**config.mk**
```make
export PLATFORM = sky130hd
export DESIGN_NAME = ccff_bitstream_loader
export DESIGN_NICKNAME = d
export VERILOG_FILES = /design/src/rtl/ccff_bitstream_loader.sv
export SDC_FILE = /design/constraint.sdc
export NUM_CORES = 1
export LEC_CHECK = 0
export CORE_MARGIN = 2
export CORE_UTILIZATION = 62
export DETAILED_ROUTE_END_ITERATION = 8
export GPL_TIMING_DRIVEN = 0
export PLACE_DENSITY = 0.87
export SYNTH_ARGS = -nofsm -noshare
export SYNTH_HDL_FRONTEND = slang
export SYNTH_SLANG_ARGS = --single-unit
```
**constraint.sdc**
```tcl
create_clock -name prog_clk -period 4.55 [get_ports prog_clk]
set_input_delay 0.455 -clock prog_clk [delete_from_list [all_inputs] [get_ports prog_clk]]
set_output_delay 0.455 -clock prog_clk [all_outputs]
set_load 0.05 [all_outputs]
```
**src/rtl/ccff_bitstream_loader.sv**
```systemverilog
// Configuration-chain head driver: serialises bitstream words onto ccff_head,
// and can measure the chain length with a walking-one marker.
module ccff_bitstream_loader #(
  parameter int unsigned CHAIN_LEN = 64,
  parameter int unsigned WORD_W    = 8,
  parameter int unsigned MAX_LEN   = 256,
  parameter int unsigned LEN_W     = 9
) (
  input  logic              prog_clk,
  input  logic              pReset_n,
  input  logic              start_load,
  input  logic              start_check,
  input  logic [WORD_W-1:0] s_data,
  input  logic              s_valid,
  output logic              s_ready,
  output logic              ccff_head,
  output logic              ccff_shift_en,
  input  logic              ccff_tail,
  output logic              busy,
  output logic              done,
  output logic              err,
  output logic [LEN_W-1:0]  measured_len
);

  // Counters must reach MAX_LEN + 1 (the post-marker timeout point).
  localparam int unsigned CntW = $clog2(MAX_LEN + 2);
  localparam int unsigned RemW = $clog2(WORD_W + 1);

  localparam logic [CntW-1:0] ChainLen     = CntW'(CHAIN_LEN);
  localparam logic [CntW-1:0] LoadLastCnt  = CntW'(CHAIN_LEN - 1);
  localparam logic [CntW-1:0] FlushLastCnt = CntW'(MAX_LEN - 1);
  localparam logic [CntW-1:0] MaxLen       = CntW'(MAX_LEN);
  localparam logic [CntW-1:0] TimeoutCnt   = CntW'(MAX_LEN + 1);

  typedef enum logic [2:0] {
    StIdle,
    StLoad,
    StFlush,
    StMark,
    StDone,
    StError
  } state_e;

  state_e state_q, state_d;

  logic [WORD_W-1:0] sh_q, sh_d, sh_tmp;
  logic [RemW-1:0]   rem_q, rem_d, rem_tmp, take;
  logic [CntW-1:0]   acc_q, acc_d, left;
  logic [CntW-1:0]   cnt_q, cnt_d;
  logic              s_ready_q, s_ready_d;
  logic              head_q, head_d;
  logic              shift_en_q, shift_en_d;
  logic              busy_q, busy_d;
  logic              done_q, done_d;
  logic              err_q, err_d;
  logic [LEN_W-1:0]  meas_q, meas_d;

  logic start_ok, load_go, check_go;
  logic load_last, flush_last, mark_hit, mark_timeout;

  assign start_ok = (state_q == StIdle) || (state_q == StDone) || (state_q == StError);
  assign load_go  = start_ok && start_load;
  assign check_go = start_ok && start_check && !start_load;

  // rem_q counts held bits including the one currently on ccff_head.
  assign load_last    = (state_q == StLoad) && shift_en_q && (cnt_q == LoadLastCnt);
  assign flush_last   = (state_q == StFlush) && (cnt_q == FlushLastCnt);
  assign mark_hit     = (state_q == StMark) && (cnt_q != '0) && (cnt_q <= MaxLen) && ccff_tail;
  assign mark_timeout = (state_q == StMark) && (cnt_q == TimeoutCnt);

  // Bits to take from the next word: a ragged final word keeps only its MSBs.
  assign left = ChainLen - acc_q;
  assign take = (32'(left) < WORD_W) ? RemW'(left) : RemW'(WORD_W);

  // State register
  always_ff @(posedge prog_clk or negedge pReset_n) begin
    if (!pReset_n) begin
      state_q <= StIdle;
    end else begin
      state_q <= state_d;
    end
  end

  // Next-state logic
  always_comb begin
    state_d = state_q;
    unique case (state_q)
      StIdle, StDone, StError: begin
        if (load_go) begin
          state_d = StLoad;
        end else if (check_go) begin
          state_d = StFlush;
        end
      end
      StLoad: begin
        if (load_last) state_d = StDone;
      end
      StFlush: begin
        if (flush_last) state_d = StMark;
      end
      StMark: begin
        if (mark_hit) begin
          state_d = (cnt_q == ChainLen) ? StDone : StError;
        end else if (mark_timeout) begin
          state_d = StError;
        end
      end
      default: state_d = StIdle;
    endcase
  end

  // Next values of the datapath and of every registered output
  always_comb begin
    sh_d       = sh_q;
    rem_d      = rem_q;
    acc_d      = acc_q;
    cnt_d      = cnt_q;
    head_d     = head_q;
    shift_en_d = 1'b0;
    s_ready_d  = 1'b0;
    done_d     = done_q;
    err_d      = err_q;
    meas_d     = meas_q;
    busy_d     = (state_d == StLoad) || (state_d == StFlush) || (state_d == StMark);
    sh_tmp     = shift_en_q ? (sh_q << 1) : sh_q;
    rem_tmp    = rem_q - RemW'(shift_en_q);

    unique case (state_q)
      StIdle, StDone, StError: begin
        if (load_go || check_go) begin
          done_d = 1'b0;
          err_d  = 1'b0;
          meas_d = '0;
          cnt_d  = '0;
        end
        if (load_go) begin
          acc_d     = '0;
          rem_d     = '0;
          s_ready_d = 1'b1;
        end else if (check_go) begin
          head_d     = 1'b0;
          shift_en_d = 1'b1;
        end
      end
      StLoad: begin
        cnt_d = cnt_q + CntW'(shift_en_q);
        // A new word only lands once the previous one is fully shifting out.
        if (s_valid && s_ready_q) begin
          sh_tmp  = s_data;
          rem_tmp = take;
          acc_d   = acc_q + CntW'(take);
        end
        if (load_last) begin
          rem_d  = '0;
          done_d = 1'b1;
        end else begin
          sh_d       = sh_tmp;
          rem_d      = rem_tmp;
          shift_en_d = (rem_tmp != '0);
          head_d     = (rem_tmp != '0) ? sh_tmp[WORD_W-1] : head_q;
          s_ready_d  = (rem_tmp <= RemW'(1)) && (acc_d < ChainLen);
        end
      end
      StFlush: begin
        cnt_d      = cnt_q + CntW'(1);
        shift_en_d = 1'b1;
        head_d     = 1'b0;
        if (flush_last) begin
          head_d = 1'b1;
          cnt_d  = '0;
        end
      end
      StMark: begin
        cnt_d      = cnt_q + CntW'(1);
        shift_en_d = 1'b1;
        head_d     = 1'b0;
        if (mark_hit) begin
          shift_en_d = 1'b0;
          meas_d     = LEN_W'(cnt_q);
          if (cnt_q == ChainLen) begin
            done_d = 1'b1;
          end else begin
            err_d = 1'b1;
          end
        end else if (mark_timeout) begin
          shift_en_d = 1'b0;
          meas_d     = '0;
          err_d      = 1'b1;
        end
      end
      default: ;
    endcase
  end

  // Datapath and output registers
  always_ff @(posedge prog_clk or negedge pReset_n) begin
    if (!pReset_n) begin
      sh_q       <= '0;
      rem_q      <= '0;
      acc_q      <= '0;
      cnt_q      <= '0;
      s_ready_q  <= 1'b0;
      head_q     <= 1'b0;
      shift_en_q <= 1'b0;
      busy_q     <= 1'b0;
      done_q     <= 1'b0;
      err_q      <= 1'b0;
      meas_q     <= '0;
    end else begin
      sh_q       <= sh_d;
      rem_q      <= rem_d;
      acc_q      <= acc_d;
      cnt_q      <= cnt_d;
      s_ready_q  <= s_ready_d;
      head_q     <= head_d;
      shift_en_q <= shift_en_d;
      busy_q     <= busy_d;
      done_q     <= done_d;
      err_q      <= err_d;
      meas_q     <= meas_d;
    end
  end

  assign s_ready       = s_ready_q;
  assign ccff_head     = head_q;
  assign ccff_shift_en = shift_en_q;
  assign busy          = busy_q;
  assign done          = done_q;
  assign err           = err_q;
  assign measured_len  = meas_q;

endmodule

```
## Word level (Yosys, flattened, before mapping)

Cells that the tools add are included.

| storage, ports and cells | value |
|---|---|
| bits in registers | 48 |
| bits of input ports | 14 |
| logic and storage cells | 131 |

| cells by class | value |
|---|---|
| add/sub/neg operators | 5 |
| magnitude comparators | 4 |
| eq/ne operators | 23 |
| mux-type cells | 50 |
| bitwise gates (word level) | 1 |
| reduce and logical (&&, ||, !) cells | 35 |

Operators by type and width:

| cell | number |
|---|---|
| 9-bit two-way mux | 7 |
| 9-bit case mux with 2 select lines | 2 |
| 9-bit case mux with 4 select lines | 1 |
| 1-bit two-way mux | 20 |
| 4-bit two-way mux | 5 |
| 3-bit two-way mux | 6 |
| 8-bit two-way mux | 2 |
| 2-bit inequality test, second input constant | 7 |
| 3-bit by 2-bit == test with 1-bit output, second input constant | 4 |
| 1-bit logical AND | 12 |
| 3-bit case mux with 4 select lines | 1 |
| 5-bit AND reduction | 2 |
| 9-bit by 1-bit adder with 9-bit output | 1 |
| 9-bit by 1-bit adder with 9-bit output, second input constant | 1 |
| 9-bit by 4-bit adder with 9-bit output | 1 |
| 9-bit by 6-bit == test with 1-bit output, second input constant | 1 |
| 9-bit by 7-bit == test with 1-bit output, second input constant | 1 |
| 9-bit by 8-bit == test with 1-bit output, second input constant | 1 |
| 9-bit == test, second input constant | 1 |
| 9-bit <= comparator, second input constant | 1 |
| 9-bit by 4-bit < comparator with 1-bit output, second input constant | 1 |
| 9-bit by 7-bit < comparator with 1-bit output, second input constant | 1 |
| 9-bit nonzero test | 1 |
| 7-bit by 9-bit subtractor with 9-bit output, first input constant | 1 |
| other kinds (21) | 37 |

## Longest topological paths before layout

Gate-level depths: netlist (run 1).

| logic depth | value |
|---|---|
| word-level depth | 11 |
| gate-level depth with buffers | 12 |

## Least setup slack after synthesis (run 1)

Ideal clock, no wire load.

| timing path | value |
|---|---|
| path kind | register -> register |
| from | reg acc_q[1] |
| to | reg acc_q[6] |
| library setup time | 0.121 ns |
| arrival | 2.645 ns |
| data required time | 4.429 ns |
| slack | 1.784 ns |
| cell stages (with the launch flop) | 13 |
| buffers on the path | 0 |
| clock period less this slack | 2.766 ns |
| path through | dfrtp_1 -> inv_1 -> ha_1 -> a21o_1 -> o41ai_4 -> and3_1 -> inv_1 -> fa_1 -> nor2b_1 -> o21a_1 -> o21a_1 -> o21ai_0 -> a22o_1 |

| between the ends | value |
|---|---|
| cells in the longest elaborated chain, start to end | 7 |

RTL lines:

| element | line | text |
|---|---|---|
| from (decl) | 48 | `logic [CntW-1:0] acc_q, acc_d, left;` |
| from (signal assigned) | 200 | `acc_q <= '0;` |
| from (signal assigned) | 212 | `acc_q <= acc_d;` |
| 7-bit by 9-bit subtractor with 9-bit output | 72 | `assign left = ChainLen - acc_q;` |
| 9-bit by 4-bit < comparator with 1-bit output | 73 | `assign take = (32'(left) < WORD_W) ? RemW'(left) : RemW'(WORD_W);` |
| 4-bit two-way mux | 73 |  |
| 9-bit by 4-bit adder with 9-bit output * | 151 | `acc_d = acc_q + CntW'(take);` |
| 9-bit two-way mux * | 148 | `if (s_valid && s_ready_q) begin` |
| 9-bit two-way mux * | 128 | `unique case (state_q)` |
| 9-bit case mux with 2 select lines * | 128 |  |

Every way passes the cells marked *; elsewhere a longest branch is shown, timed or not. The select of a mux whose other input is x is not followed.
A chain may end at the register's enable or synchronous reset.

## Worst setup path in the final report (run 1)

Same ends and word-level chain as after synthesis.

==> results_dict.tcl, run 1 <==
set metrics [dict create \
    holdWs_ns 0.0150 \
    p_leak_nw 1.53 \
    htree_levels 2 \
    die_height_um 74.5 \
    antenna_found_initial 0 \
    dr.pass1.iters 5 \
    yosys.area.top_type_share 0.390 \
    muxShareOfSynthArea 0.0207 \
    setup-tns-final_ns 0 \
    floorplan.initialDensity 0.648 \
    worst-r2r-setup-slack_ns 1.36 \
    cp.required_ns 4.74 \
    synthTopCellsByCount "dfrtp_1 (48), o21ai_0 (24), nand2_1 (22), inv_1 (21), a21oi_1 (20)" \
    min_period_over_period 0.701 \
    hpwl_um 5070 \
    critPathSlowestCell "dfrtp_1" \
    grt_max_degree 39 \
    grt_pass1_wl_um 11900 \
    peakVddDrop_v 0.000494 \
    fp.dieW_um 74.5 \
    setup_viol 0 \
    synth.distinct_cells 74 \
    postPlaceCellArea_um2 3450 \
    synth-seq-area-share 0.390 \
    syn-mean-instance-area_um2 9.60 \
    numCtsBuffers 5 \
    rr_worst_depth 12 \
    multi_input_area_um2 1640 \
    cellPowerDensity_nw_per_um2 629 \
    diodes 0 \
    worst-setup-path-type "register to register" \
    timing.rr.end "acc_q[6]" \
    synth_top_area_cell "dfrtp_1" \
    yosys_most_used_dff "dfrtp_1" \
    worst_pin_slew_ns 0.647 \
    cts_sinks 48 \
    ys_ff_latch 48 \
    final_util 0.749 \
    hold_class "primary input to async pin" \
    synth_top_family_by_area "compound AO/OA/AOI/OAI gates" \
    maxCapViolations 0 \
    gp_congestion 0.890 \
    yosysMostFrequentCell "dfrtp_1" \
    cts_tree "built" \
    cts_hold_buffers 0 \
    crit_fanout 6 \
    core_area_um2 4750 \
    die_area_um2 5550 \
    vias 2662 \
    area_delta_synth_final_pct 15.6 \
    ys_warn_count 0 \
    fin_skew_ns 0.0122 \
    synth_area_um2 3080 \
    synth_compound_area_frac 0.272 \
    cp-end-kind "register" \
    synthCells 321 \
    hold_viol 0 \
    timing.final.crit_period_ns 3.19 \
    ioPinCount 29 \
    max_freq_mhz 314 \
    row_count 25 \
    yosys.area_share.adder 0.0552 \
    critPathLaunchType "register" \
    fillers 353 \
    maxSlewViolCount 0 \
    relSlewSlack 0.564 \
    nNetsFinal 383 \
    cts_setup_buffers 0 \
    r2r-start "acc_q[1]" \
    synth-xor-area-share 0.0114 \
    synth_edf_count 0 \
    ant_nets 0 \
    synthTopCellsByArea "dfrtp_1 (39%), ha_1 (4.9%), o21ai_0 (3.9%)" \
    status "finished, final reports clean" \
    clockBufferDepth 2 \
    syn-num-nets 348 \
    grt-ovfl-total 0 \
    worst_path_largest_cell_delay_ns 0.50 \
    stdcell_area_um2 3560 \
    cts_resized 0 \
    yosys.area_share.simple 0.174 \
    final_layout_size_suffix_gt1_frac 0.129 \
    drc 0 \
    ff_latch_area_um2 1200 \
    grt_pass1_vias 2463 \
    clk_pin_slew_ns 0.09 \
    post_drt_wl_per_cell_um 16.5 \
    rsz0062_at_grt "false" \
    drtIter0Drc 190 \
    grt_util_all_layers 0.278 \
    vias_per_cell 6.28 \
    async_flop_share 1.00 \
    path_cells "inv_1 > ha_1 > a21o_1 > o41ai_4 > and3_1 > inv_1 > fa_1 > nor2b_1 > o21a_1 > o21a_1 > o21ai_0 > a22o_1" \
    port_buffers 27 \
    routed_wirelength_um 7000 \
    crit_arrival_ns 3.38 \
    clk_latency_ns 0.30 \
    cts_root_buffer "clkbuf_8" \
]
## how the worst max path moves through the flow
stage / startpoint / end / slack [ns] / cells after the start
floorplan: acc_q[1] / acc_q[6] / 1.78 / 12
global placement: acc_q[1] / acc_q[6] / 1.49 / 12
detailed placement: acc_q[1] / acc_q[6] / 1.42 / 12
CTS: acc_q[1] / acc_q[6] / 1.41 / 12
global route: acc_q[1] / acc_q[6] / 1.19 / 12
finish: acc_q[1] / acc_q[6] / 1.36 / 12
## registers in the layout (all words and copies together), names as in the netlist, 3 cells and up
| name | flops |
|---|---|
| rem_q | 4 |
| sh_q | 8 |
| cnt_q | 9 |
| measured_len | 9 |
| acc_q | 9 |
| state_q | 3 |
## cells in the final DEF, fill, tap and decap left out, drive strengths merged, types with 9 or more instances in the layout
| cell | count |
|---|---|
| clkbuf | 12 |
| a22o | 11 |
| inv | 22 |
| clkdlybuf4s50 | 26 |
| ha | 12 |
| buf | 12 |
| nand2 | 23 |
| o22ai | 14 |
| a21oi | 22 |
| nor3 | 9 |
| o21ai | 24 |
| nor2 | 16 |
| dfrtp | 48 |
| nand3 | 13 |
## worst max-delay path, delay by kind of cell, from the launching register on
| kind | cells | cell delay (ns) |
|---|---|---|
| and+or+nand+nor | 2 | 0.44 |
| adders and majority gates | 2 | 0.68 |
| AOI/OAI and AO/OA | 6 | 1.26 |
| DFF | 1 | 0.50 |
| buffers and inverters | 2 | 0.21 |
## where the power goes
| group | internal, mW | total [mW] | switching [mW] |
|---|---|---|---|
| clock network | 0.163 | 0.309 | 0.147 |
| logic | 0.510 | 1.28 | 0.774 |
| registers | 0.551 | 0.649 | 0.0979 |
| total | 1.22 | 2.24 | 1.02 |
## kinds of logic after synthesis
| kind of cell | count (synthesis) |
|---|---|
| AOI/OAI and AO/OA | 116 |
| xor gates and xnor gates | 4 |
| adders and majority gates | 13 |
| buffers and inverters | 39 |
| DFF | 48 |
| muxes | 6 |
| and+or+nand+nor | 95 |
## routing by layer
layer,vias to the layer above,track usage,routed length (um)
met3,11,0.0542,455
met5,-,0,0
met4,0,0.0694,93
met2,111,0.431,3290
li1,1272,-,-
met1,1268,0.403,3160
## through the flow
stage	instances	power, mW	worst slack (ns)
2_1_floorplan	321	1.60	1.78
3_3_place_gp	415	1.87	1.49
3_5_place_dp	416	1.91	1.42
4_1_cts	424	2.23	1.41
5_1_grt	424	2.40	1.19
6_report	424	2.24	1.36
## layout make-up
type	instances	share of cell area
clock buffers	5	0.0193
flip-flops and latches	48	0.337
repair buffers	28	0.0801
multi-input cells	234	0.462
plain buffers	17	0.0432
clock inverters	3	0.0119
well taps	67	0.0235
inverters	22	0.0232
(Power assumes the default switching activity.)
==> run 2, diff against run 1 <==
CORE_UTILIZATION = 52   (was 62)
PLACE_DENSITY = 0.78   (was 0.87)
clock period = 2.69 ns   (was 4.55 ns; I/O delays follow)
==> run 2 against run 1 <==
- the run now ends with negative setup slack left
- sequential cell count stayed put
- die area is 18% higher
- core utilization is 11 points lower
- clock-buffer cell count stayed put
- global-route usage is 4.4 points lower
- clock skew is 0.0026 ns higher
- fmax is 16% higher
- hold slack better by 0.36 ns
- largest cell class unchanged
- largest power group unchanged
- highest routed layer unchanged
==> results_dict.tcl, run 2 (synthesis results as in run 1) <==
set metrics [dict create \
    startpoint "acc_q[1]" \
    htree_levels 2 \
    violations "negative setup slack" \
    numCtsBuffers 5 \
    hpwl_um 5030 \
    vias 2680 \
    worst-setup-path-type "register to register" \
    grt_pass1_vias 2505 \
    gp_congestion 0.837 \
    setup_viol 2 \
    final_cell_mix "dfrtp_1 (46), clkdlybuf4s50_1 (26), o21ai_0 (23)" \
    final_layout_size_suffix_gt1_frac 0.174 \
    core_area_um2 5820 \
    clk_latency_ns 0.31 \
    row_count 28 \
    peakVddDrop_v 0.000737 \
    ioPinCount 29 \
    diodes 0 \
    cts_sinks 48 \
    area_delta_synth_final_pct 20.9 \
    drc 0 \
    rsz0062_at_grt "true" \
    antenna_found_initial 0 \
    routed_wirelength_um 7190 \
    p_leak_nw 1.59 \
    maxSlewViolCount 0 \
    min_period_over_period 1.02 \
    fin_skew_ns 0.0149 \
    cp-end-kind "register" \
    cellPowerDensity_nw_per_um2 1040 \
    relSlewSlack 0.583 \
    max_freq_mhz 365 \
    grt-ovfl-total 0 \
    port_buffers 27 \
    nNetsFinal 394 \
    grt_pass1_wl_um 12200 \
    timing.final.crit_period_ns 2.74 \
    floorplan.initialDensity 0.530 \
    worst_pin_slew_ns 0.619 \
    clk_pin_slew_ns 0.10 \
    final_util 0.641 \
    crit_arrival_ns 2.99 \
    p_total_mw 3.89 \
    status "finished, violations left" \
    cp.required_ns 2.94 \
    critPathLaunchType "register" \
    cp-endpoint "s_ready" \
    maxCapViolations 0 \
    final_common_cell "dfrtp_1" \
    grt_max_degree 26 \
    die_area_um2 6560 \
    grt_util_all_layers 0.234 \
    pre_cts_slack_ns -0.282 \
    post_drt_wl_per_cell_um 16.3 \
    clockBufferDepth 2 \
    worst-r2r-setup-slack_ns -0.05 \
    cts_tree "built" \
    cts_root_buffer "clkbuf_8" \
    crit_fanout 5 \
    vias_per_cell 6.06 \
    timing.rr.end "s_ready" \
    dr.pass1.iters 6 \
    drtIter0Drc 148 \
    hold_class "primary input to register" \
    setup-tns-final_ns -0.0941 \
    rr_worst_depth 12 \
    layout_setup_ws_ns -0.0520 \
    ant_nets 0 \
    fp.dieW_um 81.0 \
    die_height_um 81.0 \
    hold_viol 0 \
    r2r-start "acc_q[1]" \
]
## run 2: cell types whose count changed in the layout (fill, tap and decap cells not counted), moves of 2 or more
| cell | delta |
|---|---|
| ha_1 | -2 |
| dfrtp_2 | +2 |
| ha_4 | +2 |
| buf_4 | +10 |
| and3_4 | +2 |
| and3_1 | -2 |
| dfrtp_1 | -2 |
## run 2: worst min-delay path by stage
stage / start / end / slack (ns) / cells past startpoint
after floorplan: pReset_n / acc_q[0] / -0.03 / 0
after detailed placement: pReset_n / measured_len[8] / 0.30 / 1
final: start_load / s_ready / 0.37 / 2
after CTS: start_load / s_ready / 0.35 / 2
after global placement: sh_q[7] / sh_q[7] / 0.46 / 2
after global routing: start_load / s_ready / 0.39 / 2
## run 2: layer usage
metal  wire (um)  share of wire  track usage
met2        3350           0.47        0.360
met1        3390           0.47        0.350
met5           0              0            0
met4          91          0.013       0.0542
met3         360          0.050       0.0333
## run 2: repair_timing
item	in CTS	in global routing
endpoints found under the hold margin	23	0
pin swaps	8	0
gates resized for setup	5	0
hold buffers	1	0
setup endpoints to repair	5	3
buffers inserted	10	0
cloned	0	0
## run 2: cell type report
type	instances	area [um2]
clock inverter	2	60.1
timing repair buffer	39	370
sequential	48	1200
clock buffer	5	68.8
fill	498	2090
tap	75	93.8
buffer	17	154
multi-input combinational	234	1690
inverter	22	82.6
## run 2: critical path, cell delays in order (launching register included)
cell,delay [ns]
dfrtp_2,0.40
inv_2,0.06
ha_4,0.18
a21o_1,0.18
o41ai_4,0.35
and3_4,0.26
buf_4,0.11
ha_1,0.15
a21o_1,0.14
a21o_1,0.17
mux2_2,0.34
o22ai_1,0.18
a22o_1,0.17
## run 2: power breakdown
part | switching (mW) | internal, mW | total [mW]
sequential | 0.167 | 0.932 | 1.10
clock | 0.258 | 0.366 | 0.624
combinational | 1.30 | 0.870 | 2.17
## run 2: stage by stage
step / instances / cell area (um2) / hold slack (ns)
after floorplan: 321 / 3100 / -0.0266
after global placement: 423 / 3470 / 0.458
after detailed placement: 424 / 3480 / 0.296
after CTS: 442 / 3730 / 0.354
after global routing: 442 / 3730 / 0.392
final: 442 / 3730 / 0.371
